`src/rtl/alu_issue_ctrl_if.sv`:
```
// Bundle of the request, ALU and result signals of alu_issue_ctrl.
// The slave modport is the issue controller's view. The master modport
// is the surrounding system: the requester, the external ALU and the
// result consumer.
interface alu_issue_ctrl_if #(
    parameter int DW = 32,
    parameter int GW = 4
);
    // request handshake and decoded instruction fields
    logic          req_valid;
    logic          req_ready;
    logic [5:0]    req_opcode;
    logic [5:0]    req_funct;
    logic [4:0]    req_rt;
    logic [15:0]   req_imm;
    logic [DW-1:0] req_rs_val;
    logic [DW-1:0] req_rt_val;

    // external ALU
    logic [DW-1:0] alu_a;
    logic [DW-1:0] alu_b;
    logic [GW-1:0] alu_gin;
    logic [DW-1:0] alu_sum;
    logic          alu_zout;

    // result handshake
    logic          res_valid;
    logic          res_ready;
    logic [DW-1:0] res_data;
    logic          res_zero;
    logic          res_branch;
    logic          res_illegal;

    modport master (
        output req_valid, req_opcode, req_funct, req_rt, req_imm,
               req_rs_val, req_rt_val,
        input  req_ready,
        input  alu_a, alu_b, alu_gin,
        output alu_sum, alu_zout,
        input  res_valid, res_data, res_zero, res_branch, res_illegal,
        output res_ready
    );

    modport slave (
        input  req_valid, req_opcode, req_funct, req_rt, req_imm,
               req_rs_val, req_rt_val,
        output req_ready,
        output alu_a, alu_b, alu_gin,
        input  alu_sum, alu_zout,
        output res_valid, res_data, res_zero, res_branch, res_illegal,
        input  res_ready
    );
endinterface

```
`src/rtl/alu_issue_ctrl.sv`:
```
// alu_issue_ctrl: issues one decoded MIPS-lite instruction to an external
// 32-bit ALU. It decodes the control-line code and the b operand, drives
// registered a/b/gin for one cycle and captures sum/zout into a held result.
// Optional feature macro: ALU_ISSUE_ILLEGAL_EN. When it is defined, an
// unsupported encoding bypasses the ALU and is reported with res_illegal.
// When it is undefined, the encoding runs as add with b = rt_val.
module alu_issue_ctrl #(
    parameter int DW = 32,
    parameter int GW = 4
) (
    input  logic              clk,
    input  logic              reset_n,
    alu_issue_ctrl_if.slave   bus
);

    // ALU control-line codes
    localparam logic [GW-1:0] G_ADD  = GW'(4'b0000);
    localparam logic [GW-1:0] G_SUB  = GW'(4'b0010);
    localparam logic [GW-1:0] G_AND  = GW'(4'b1000);
    localparam logic [GW-1:0] G_OR   = GW'(4'b0100);
    localparam logic [GW-1:0] G_NOR  = GW'(4'b1001);
    localparam logic [GW-1:0] G_SLT  = GW'(4'b0001);
    localparam logic [GW-1:0] G_BNE  = GW'(4'b1010);
    localparam logic [GW-1:0] G_BLEZ = GW'(4'b1101);
    localparam logic [GW-1:0] G_BGTZ = GW'(4'b1100);
    localparam logic [GW-1:0] G_BGEZ = GW'(4'b1011);
    localparam logic [GW-1:0] G_BLTZ = GW'(4'b1110);

    typedef enum logic [1:0] {
        B_RT = 2'd0,
        B_SE = 2'd1,
        B_ZE = 2'd2
    } bsel_t;

    typedef enum logic [1:0] {
        IDLE = 2'd0,
        EXEC = 2'd1,
        RESP = 2'd2
    } state_t;

    state_t        state_q, state_d;
    logic [DW-1:0] alu_a_q, alu_a_d;
    logic [DW-1:0] alu_b_q, alu_b_d;
    logic [GW-1:0] alu_gin_q, alu_gin_d;
    logic          is_branch_q, is_branch_d;
    logic [DW-1:0] res_data_q, res_data_d;
    logic          res_zero_q, res_zero_d;
    logic          res_branch_q, res_branch_d;
`ifdef ALU_ISSUE_ILLEGAL_EN
    logic          res_illegal_q, res_illegal_d;
`endif

    logic          dec_legal;
    logic [GW-1:0] dec_gin;
    bsel_t         dec_bsel;
    logic          dec_branch;
    logic [DW-1:0] dec_b;
    logic [DW-1:0] imm_se;
    logic [DW-1:0] imm_ze;

    // Immediate extension: the low 16 bits come straight from imm. The upper
    // bits replicate imm[15] (sign) or are zero.
    for (genvar gi = 0; gi < DW; gi++) begin : g_ext
        if (gi < 16) begin : g_low
            assign imm_se[gi] = bus.req_imm[gi];
            assign imm_ze[gi] = bus.req_imm[gi];
        end else begin : g_high
            assign imm_se[gi] = bus.req_imm[15];
            assign imm_ze[gi] = 1'b0;
        end
    end

    // Instruction decode: control code, b-operand source and branch flag
    always_comb begin
        dec_legal  = 1'b1;
        dec_gin    = G_ADD;
        dec_bsel   = B_RT;
        dec_branch = 1'b0;
        case (bus.req_opcode)
            6'b000000: begin
                case (bus.req_funct)
                    6'b100000: dec_gin = G_ADD;
                    6'b100010: dec_gin = G_SUB;
                    6'b100100: dec_gin = G_AND;
                    6'b100101: dec_gin = G_OR;
                    6'b100111: dec_gin = G_NOR;
                    6'b101010: dec_gin = G_SLT;
                    default:   dec_legal = 1'b0;
                endcase
            end
            6'b001000: begin dec_gin = G_ADD; dec_bsel = B_SE; end  // addi
            6'b001010: begin dec_gin = G_SLT; dec_bsel = B_SE; end  // slti
            6'b100011: begin dec_gin = G_ADD; dec_bsel = B_SE; end  // lw
            6'b101011: begin dec_gin = G_ADD; dec_bsel = B_SE; end  // sw
            6'b001100: begin dec_gin = G_AND; dec_bsel = B_ZE; end  // andi
            6'b001101: begin dec_gin = G_OR;  dec_bsel = B_ZE; end  // ori
            6'b000100: begin dec_gin = G_SUB;  dec_branch = 1'b1; end  // beq
            6'b000101: begin dec_gin = G_BNE;  dec_branch = 1'b1; end  // bne
            6'b000110: begin dec_gin = G_BLEZ; dec_branch = 1'b1; end  // blez
            6'b000111: begin dec_gin = G_BGTZ; dec_branch = 1'b1; end  // bgtz
            6'b000001: begin
                case (bus.req_rt)
                    5'b00001: begin dec_gin = G_BGEZ; dec_branch = 1'b1; end
                    5'b00000: begin dec_gin = G_BLTZ; dec_branch = 1'b1; end
                    default:  dec_legal = 1'b0;
                endcase
            end
            default: dec_legal = 1'b0;
        endcase
        // An unsupported encoding collapses to a plain add on rt_val, so
        // alu_gin never carries a code outside the table.
        if (!dec_legal) begin
            dec_gin    = G_ADD;
            dec_bsel   = B_RT;
            dec_branch = 1'b0;
        end
    end

    // b operand mux
    always_comb begin
        dec_b = bus.req_rt_val;
        case (dec_bsel)
            B_SE:    dec_b = imm_se;
            B_ZE:    dec_b = imm_ze;
            default: dec_b = bus.req_rt_val;
        endcase
    end

    // Next-state and datapath update for the IDLE -> EXEC -> RESP sequence
    always_comb begin
        state_d      = state_q;
        alu_a_d      = alu_a_q;
        alu_b_d      = alu_b_q;
        alu_gin_d    = alu_gin_q;
        is_branch_d  = is_branch_q;
        res_data_d   = res_data_q;
        res_zero_d   = res_zero_q;
        res_branch_d = res_branch_q;
`ifdef ALU_ISSUE_ILLEGAL_EN
        res_illegal_d = res_illegal_q;
`endif
        case (state_q)
            IDLE: begin
                if (bus.req_valid) begin
`ifdef ALU_ISSUE_ILLEGAL_EN
                    // Illegal requests bypass the ALU. The ALU drive keeps its
                    // old value and the result is reported on the next cycle.
                    if (!dec_legal) begin
                        res_data_d    = '0;
                        res_zero_d    = 1'b0;
                        res_branch_d  = 1'b0;
                        res_illegal_d = 1'b1;
                        state_d       = RESP;
                    end else
`endif
                    begin
                        alu_a_d     = bus.req_rs_val;
                        alu_b_d     = dec_b;
                        alu_gin_d   = dec_gin;
                        is_branch_d = dec_branch;
                        state_d     = EXEC;
                    end
                end
            end
            EXEC: begin
                // The ALU has had a full cycle of stable operands, so capture it.
                res_data_d   = bus.alu_sum;
                res_zero_d   = bus.alu_zout;
                res_branch_d = is_branch_q & bus.alu_zout;
`ifdef ALU_ISSUE_ILLEGAL_EN
                res_illegal_d = 1'b0;
`endif
                state_d      = RESP;
            end
            RESP: begin
                if (bus.res_ready) begin
                    state_d = IDLE;
                end
            end
            default: state_d = IDLE;
        endcase
    end

    // State and datapath registers with asynchronous active-low reset
    always_ff @(posedge clk or negedge reset_n) begin
        if (!reset_n) begin
            state_q      <= IDLE;
            alu_a_q      <= '0;
            alu_b_q      <= '0;
            alu_gin_q    <= '0;
            is_branch_q  <= 1'b0;
            res_data_q   <= '0;
            res_zero_q   <= 1'b0;
            res_branch_q <= 1'b0;
`ifdef ALU_ISSUE_ILLEGAL_EN
            res_illegal_q <= 1'b0;
`endif
        end else begin
            state_q      <= state_d;
            alu_a_q      <= alu_a_d;
            alu_b_q      <= alu_b_d;
            alu_gin_q    <= alu_gin_d;
            is_branch_q  <= is_branch_d;
            res_data_q   <= res_data_d;
            res_zero_q   <= res_zero_d;
            res_branch_q <= res_branch_d;
`ifdef ALU_ISSUE_ILLEGAL_EN
            res_illegal_q <= res_illegal_d;
`endif
        end
    end

    assign bus.req_ready  = (state_q == IDLE);
    assign bus.res_valid  = (state_q == RESP);
    assign bus.alu_a      = alu_a_q;
    assign bus.alu_b      = alu_b_q;
    assign bus.alu_gin    = alu_gin_q;
    assign bus.res_data   = res_data_q;
    assign bus.res_zero   = res_zero_q;
    assign bus.res_branch = res_branch_q;
`ifdef ALU_ISSUE_ILLEGAL_EN
    assign bus.res_illegal = res_illegal_q;
`else
    assign bus.res_illegal = 1'b0;
`endif

endmodule

```
`src/flat_wrapper.sv`:
```
// flat-port wrapper written by rule: the top's interface ports become plain ports
module alu_issue_ctrl_flat 
#(
    parameter int DW = 32,
    parameter int GW = 4
)
  (clk, reset_n, bus_req_valid, bus_req_opcode, bus_req_funct, bus_req_rt, bus_req_imm, bus_req_rs_val, bus_req_rt_val, bus_req_ready, bus_alu_a, bus_alu_b, bus_alu_gin, bus_alu_sum, bus_alu_zout, bus_res_valid, bus_res_data, bus_res_zero, bus_res_branch, bus_res_illegal, bus_res_ready);
  alu_issue_ctrl_if #(.DW(DW), .GW(GW)) bus_i ();
  input  logic clk;
  input  logic reset_n;
  input wire logic [$bits(bus_i.req_valid)-1:0] bus_req_valid;
  input wire logic [$bits(bus_i.req_opcode)-1:0] bus_req_opcode;
  input wire logic [$bits(bus_i.req_funct)-1:0] bus_req_funct;
  input wire logic [$bits(bus_i.req_rt)-1:0] bus_req_rt;
  input wire logic [$bits(bus_i.req_imm)-1:0] bus_req_imm;
  input wire logic [$bits(bus_i.req_rs_val)-1:0] bus_req_rs_val;
  input wire logic [$bits(bus_i.req_rt_val)-1:0] bus_req_rt_val;
  output wire logic [$bits(bus_i.req_ready)-1:0] bus_req_ready;
  output wire logic [$bits(bus_i.alu_a)-1:0] bus_alu_a;
  output wire logic [$bits(bus_i.alu_b)-1:0] bus_alu_b;
  output wire logic [$bits(bus_i.alu_gin)-1:0] bus_alu_gin;
  input wire logic [$bits(bus_i.alu_sum)-1:0] bus_alu_sum;
  input wire logic [$bits(bus_i.alu_zout)-1:0] bus_alu_zout;
  output wire logic [$bits(bus_i.res_valid)-1:0] bus_res_valid;
  output wire logic [$bits(bus_i.res_data)-1:0] bus_res_data;
  output wire logic [$bits(bus_i.res_zero)-1:0] bus_res_zero;
  output wire logic [$bits(bus_i.res_branch)-1:0] bus_res_branch;
  output wire logic [$bits(bus_i.res_illegal)-1:0] bus_res_illegal;
  input wire logic [$bits(bus_i.res_ready)-1:0] bus_res_ready;
  assign bus_i.req_valid = bus_req_valid;
  assign bus_i.req_opcode = bus_req_opcode;
  assign bus_i.req_funct = bus_req_funct;
  assign bus_i.req_rt = bus_req_rt;
  assign bus_i.req_imm = bus_req_imm;
  assign bus_i.req_rs_val = bus_req_rs_val;
  assign bus_i.req_rt_val = bus_req_rt_val;
  assign bus_req_ready = bus_i.req_ready;
  assign bus_alu_a = bus_i.alu_a;
  assign bus_alu_b = bus_i.alu_b;
  assign bus_alu_gin = bus_i.alu_gin;
  assign bus_i.alu_sum = bus_alu_sum;
  assign bus_i.alu_zout = bus_alu_zout;
  assign bus_res_valid = bus_i.res_valid;
  assign bus_res_data = bus_i.res_data;
  assign bus_res_zero = bus_i.res_zero;
  assign bus_res_branch = bus_i.res_branch;
  assign bus_res_illegal = bus_i.res_illegal;
  assign bus_i.res_ready = bus_res_ready;
  alu_issue_ctrl #(.DW(DW), .GW(GW)) u_core (.clk(clk), .reset_n(reset_n), .bus(bus_i));
endmodule
```
`config.mk`:
```
export PLATFORM = sky130hd
export DESIGN_NAME = alu_issue_ctrl_flat
export DESIGN_NICKNAME = d
export VERILOG_FILES = /design/src/rtl/alu_issue_ctrl_if.sv /design/src/rtl/alu_issue_ctrl.sv /design/src/flat_wrapper.sv
export SDC_FILE = /design/constraint.sdc
export NUM_CORES = 1
export LEC_CHECK = 0
export ABC_AREA = 1
export BUFFER_PORTS_ARGS = -buffer_cell sky130_fd_sc_hd__buf_4
export CORE_MARGIN = 2
export CORE_UTILIZATION = 43
export CTS_BUF_LIST = sky130_fd_sc_hd__clkbuf_4 sky130_fd_sc_hd__clkbuf_8
export CTS_CLUSTER_SIZE = 30
export DETAILED_ROUTE_END_ITERATION = 10
export PLACE_DENSITY = 0.77
export SLEW_MARGIN = 30
export SYNTH_ARGS = -nofsm -noshare
export SYNTH_HDL_FRONTEND = slang
export SYNTH_SLANG_ARGS = --single-unit
```
`constraint.sdc`:
```
create_clock -name clk -period 1.06 [get_ports clk]
set_input_delay 0.265 -clock clk [delete_from_list [all_inputs] [get_ports clk]]
set_output_delay 0.265 -clock clk [all_outputs]
set_load 0.01 [all_outputs]
```
# Word level (Yosys, flattened, before mapping)
# Cells that the tools add are included.
# totals
inputBits	134
regBits	105
elab_cells	59
# op_classes
n_eq_ne	24
n_reduce_logical	11
n_bitwise	1
n_mux	15
# op_table
operator	count
$pmux 32 s2	1
$eq 6x6->1 const B	8
$pmux 4 s9	1
$eq 6x3->1 const B	4
$eq 6x4->1 const B	4
$pmux 4 s5	1
$reduce_or 10->1	1
$pmux 4 s2	1
$reduce_or 4->1	2
$eq 6x1->1 const B	1
$logic_not 6->1	1
$mux 2	3
$pmux 2 s3	1
$reduce_or 6->1	1
$eq 5x1->1 const B	1
$logic_not 5->1	1
$eq 2x1->1 const B	2
$eq 2x2->1 const B	2
$mux 4	1
$pmux 2 s2	1
$reduce_and 2->1	2
$reduce_or 2->1	2
$mux 1	3
$pmux 1 s3	1
5 further kinds	5

# Depth between registers and ports, before layout
# logic_depth
word_depth	7
mapped_depth	15
depth_no_buf	13

# Worst setup path before layout
# OpenSTA, ideal clock, no wires.
# synth_timing
path_type	input to register
startpoint	in bus_req_opcode[5]
endpoint	reg u_core.alu_b_q[6] (netlist: u_core.bus.alu_b[6])
t_arrival_ns	1.790
path_slack_ns	-0.813
path_stages	15
n_path_buf	3
cell_sequence	nor2_1 buf_4 nand2_1 nor2_1 inv_1 nand2_1 inv_1 ha_1 buf_2 inv_2 buf_4 nand2_1 nor2_1 a21oi_1 o21ai_0
# synth_via
elab_chain_cells	6
# synth_rtl
element	line	text
from (decl)	flat_wrapper.sv:12	input wire logic [$bits(bus_i.req_opcode)-1:0] bus_req_opcode;
$eq 6x4->1 (tied with other cells)	alu_issue_ctrl.sv:79	case (bus.req_opcode)
$reduce_or 10->1 (no line) (tied with other cells)	n/a	
$pmux 1 s3 / $pmux 2 s2 (equally long branches)	alu_issue_ctrl.sv:79	
$mux 2 *	alu_issue_ctrl.sv:112	if (!dec_legal) begin
$eq 2x2->1 / $eq 2x1->1 (equally long branches)	alu_issue_ctrl.sv:122	case (dec_bsel)
$pmux 32 s2 *	alu_issue_ctrl.sv:122	
to (signal assigned)	alu_issue_ctrl.sv:201	alu_b_q <= alu_b_d;
to (decl)	alu_issue_ctrl.sv:43	logic [DW-1:0] alu_b_q, alu_b_d;
# Mark *: on every way between the ends. The rest lies on a longest branch, timed or not.
# A chain may end at the register's enable or synchronous reset.

# Worst setup path after layout
# layout_timing
startpoint	reg u_core.state_q[1]
endpoint	reg u_core.alu_a_q[12] (netlist: u_core.bus.alu_a[12])
# layout_via
elab_chain_cells	2
# layout_rtl
element	line	text
from (decl)	alu_issue_ctrl.sv:41	state_t state_q, state_d;
from (signal assigned)	alu_issue_ctrl.sv:199	state_q <= state_d;
$logic_not 2->1	alu_issue_ctrl.sv:142	case (state_q)
$reduce_and 2->1 (no line)	n/a	
to (signal assigned)	alu_issue_ctrl.sv:200	alu_a_q <= alu_a_d;
to (decl)	alu_issue_ctrl.sv:42	logic [DW-1:0] alu_a_q, alu_a_d;
# Every way passes these cells.

==> metrics.md <==
| Metric | Value |
|---|---|
| Wire per inst | 20.34 um |
| Placed instance area | 6832 sq um |
| Busiest grt layer | met2 |
| Most area-hungry cell type in the Yosys netlist | dfrtp_1 |
| WP data required | 1310 ps |
| DR vias/cell | 5.248 |
| DR iter-0 viols | 528 |
| Finished Layout Cells | 1076 |
| Starting Density | 43.54% |
| Row count | 38 |
| Worst path cell trace | nor2_4 > buf_6 > nand2_8 > buf_4 > buf_6 > nand2_1 > nand2_1 |
| Dpl hpwl | 10240 um |
| Port Buffer Count | 237 |
| Failing checks | negative setup slack |
| Post-synth EDFFs | 0 |
| Synthesized Nets | 711 |
| GR Util met2 | 52.65% |
| Cell with the most instances after synthesis | nand2_1 |
| Depth of the worst register-to-register path | 7 |
| Vias | 5647 |
| Final Util | 85.91% |
| CP Launch Type | flop |
| Number of buffers created by CTS | 9 |
| CP Class | flop to flop |
| Setup violators final | 209 |
| Post-synthesis cell type count | 25 |
| Layout cell share with drive strength beyond 1 | 58.65% |
| Core Area | 10750 sq um |
| Fill cell count | 489 |
| Max Fclk | 677.4 MHz |
| First-pass iteration count of the detailed router | 5 |
| Gr ovfl total | 0 |
| Die width | 108.3 um |
| Clock latency on the worst-skew pair | 380 ps |
| Post-synthesis sequential area ratio | 56.16% |
| YS warnings | 0 |
| WP buf/inv | 3 |
| CTS Buffer Depth | 2 |
| Fin. max-slew vios | 0 |
| IO Pins | 239 |
| Max incr delay on CP | 450 ps |
| Largest net degree at the start of global routing | 47 |
| Post-synth ARST share | 100.0% |
| Grt met3 use | 5.425% |
| Main synth FF type | dfrtp_1 |
| Vias in the first global route | 5214 |
| CP Depth | 7 |
| Die ar. | 11730 sq um |
| Antenna violations before repair | 0 |
| Critical path capture point type | flop |
| Pwr per Cell Area | 2690 nW/um^2 |
| Setup ws final | -416.3 ps |
| First-pass GRT wire length | 24670 um |
| Worst Path Arrival | 1720 ps |
| Routed wire length | 21890 um |
| Post-synth top area share | 56.16% |
| Peak supply drop | 1.702 mV |
| RSZ-0062 raised after global routing | yes |
| H-tree depth | 3 |
| Slowest cell on the critical path | dfrtp_1 |
| Root Buffer Master | clkbuf_8 |
| Design area | 9231 sq um |
| Layout Nets | 1067 |
| Commonest cells post-synth | nand2_1 (269), dfrtp_1 (105), nor2_1 (57) |
| Hold Path Depth | 3 |
| Tmin final | 1476 ps |
| LEAKAGE | 4.787 nW |
| P&R area growth vs syn | 97.33% |
| Met1 Resource Use GR | 29.39% |
| FF+latch count, synth | 105 |
| Worst path top cell family by delay | simple AND/OR/NAND/NOR gates |
| Top post-synthesis cells by area | dfrtp_1 (56%), nand2_1 (22%), nor2_1 (4.6%) |
| Status | finished with violations |
| Max cap viols | 0 |
| Post-Syn Area | 4678 sq um |
| Final Wtd Congestion | 0.8854 |
| GRT Resource Usage Total | 27.37% |
| Clock sink total | 105 |
| Worst min path class | primary input to flop |
| DRC violations left | 0 |
| Post-synthesis cell count | 575 |
| Chip height | 108.3 um |
| Total power | 24.84 mW |
| Final period utilization | 139.3% |
| Hold_ws | 76.71 ps |
| Avg Inst Size Synth | 8.136 sq um |
| Reg clk slew, reported paths | 110 ps |
| N_diodes | 0 |
| Cells after DPL | 958 |
| Hold Fails Final Rpt | 0 |
| Clk_skew | 11.32 ps |
| Crit-path max FO | 10 |
| TritonCTS clock tree | built |
| Final ANT Viol Nets | 0 |
==> cell type report <==
type                    count  area (sq um)  share of cell area (%)
clock buffers              13         160.2                   1.735
repair inverters            4         40.04                  0.4337
clock inverters             3         25.02                  0.2711
well taps                 140         175.2                   1.898
flip-flops and latches    105          2628                   28.46
inverters                  22         120.1                   1.301
repair buffers            368          3691                   39.98
multi-input cells         421          2392                   25.91
==> layout by cell type (no fill, tap or decap), types with 6 or more instances in the layout <==
| cell type | instances |
|---|---|
| buf_4 | 215 |
| nand2_1 | 168 |
| buf_6 | 118 |
| dfrtp_1 | 105 |
| nand2_2 | 81 |
| nor2_1 | 50 |
| a21oi_2 | 29 |
| nand2_4 | 21 |
| o21ai_1 | 17 |
| inv_1 | 16 |
| buf_12 | 15 |
| a21oi_1 | 13 |
| nand3_1 | 12 |
| clkbuf_8 | 10 |
| clkbuf_16 | 9 |
| nor2_4 | 6 |
| a21oi_4 | 6 |
==> where the power goes <==
| part | internal (mW) | total [mW] | switching (mW) |
|---|---|---|---|
| Combinational | 8.26 | 14.8 | 6.59 |
| Sequential | 5.85 | 7.52 | 1.67 |
| Clock | 1.02 | 2.48 | 1.46 |
==> state kept, by name, summed over array words and instances (netlist names) <==
signal / cells
u_core.bus.alu_a: 32
u_core.bus.alu_b: 32
u_core.bus.alu_gin: 4
u_core.bus.res_branch: 1
u_core.bus.res_data: 32
u_core.bus.res_zero: 1
u_core.is_branch_q: 1
u_core.state_q: 2
==> logic make-up after synthesis <==
family,share of synthesized area [%]
flops,56.16
buf+inv,5.857
other cells,0.08016
simple gates,29.39
fa+ha+maj,0.5348
compound gates,7.970
==> worst register-to-register path, cell delays in order (launching register included) <==
cell and delay (ps):
dfrtp_1 450, nor2_4 160, buf_6 150, nand2_8 110
buf_4 160, buf_6 140, nand2_1 80, nand2_1 110
==> per-stage QoR <==
step / setup slack [ps] / TNS [ps]
final: -416.3 / -43400
after CTS: -336.8 / -38880
after global routing: -482.5 / -51620
after global placement: -772.6 / -30150
after detailed placement: -852.1 / -32960
after floorplan: -673.9 / -22680
==> layer usage <==
layer / vias up / part of all wire (%)
met5: - / 0
met4: 0 / 5.7
met3: 108 / 8.1
met2: 376 / 52
met1: 2665 / 34
li1: 2498 / -
==> worst paths after layout <==
path / slack, ps / endpoint / start
max: -420 / u_core.bus.alu_a[12]$_DFFE_PN0P_ / u_core.state_q[1]$_DFFE_PN0P_
min: 80 / u_core.bus.res_data[28]$_DFFE_PN0N_ / bus_alu_sum[28]
max reg2reg: -420 / u_core.bus.alu_a[12]$_DFFE_PN0P_ / u_core.state_q[1]$_DFFE_PN0P_
min reg2reg: 500 / u_core.bus.alu_gin[3]$_DFFE_PN0P_ / u_core.bus.alu_gin[3]$_DFFE_PN0P_
max in group asynchronous: 290 / u_core.bus.res_data[0]$_DFFE_PN0N_ / reset_n
min in group asynchronous: 270 / u_core.bus.res_data[13]$_DFFE_PN0N_ / reset_n
==> what timing repair did <==
item	in CTS	in global routing
endpoints found under the setup margin	207	208
setup buffers	40	43
gates resized for setup	167	174
pin swaps	12	38
hold buffers	1	0
gates cloned	10	12
endpoints found under the hold margin	44	0
No activity file was read; power rests on OpenSTA's default activity.
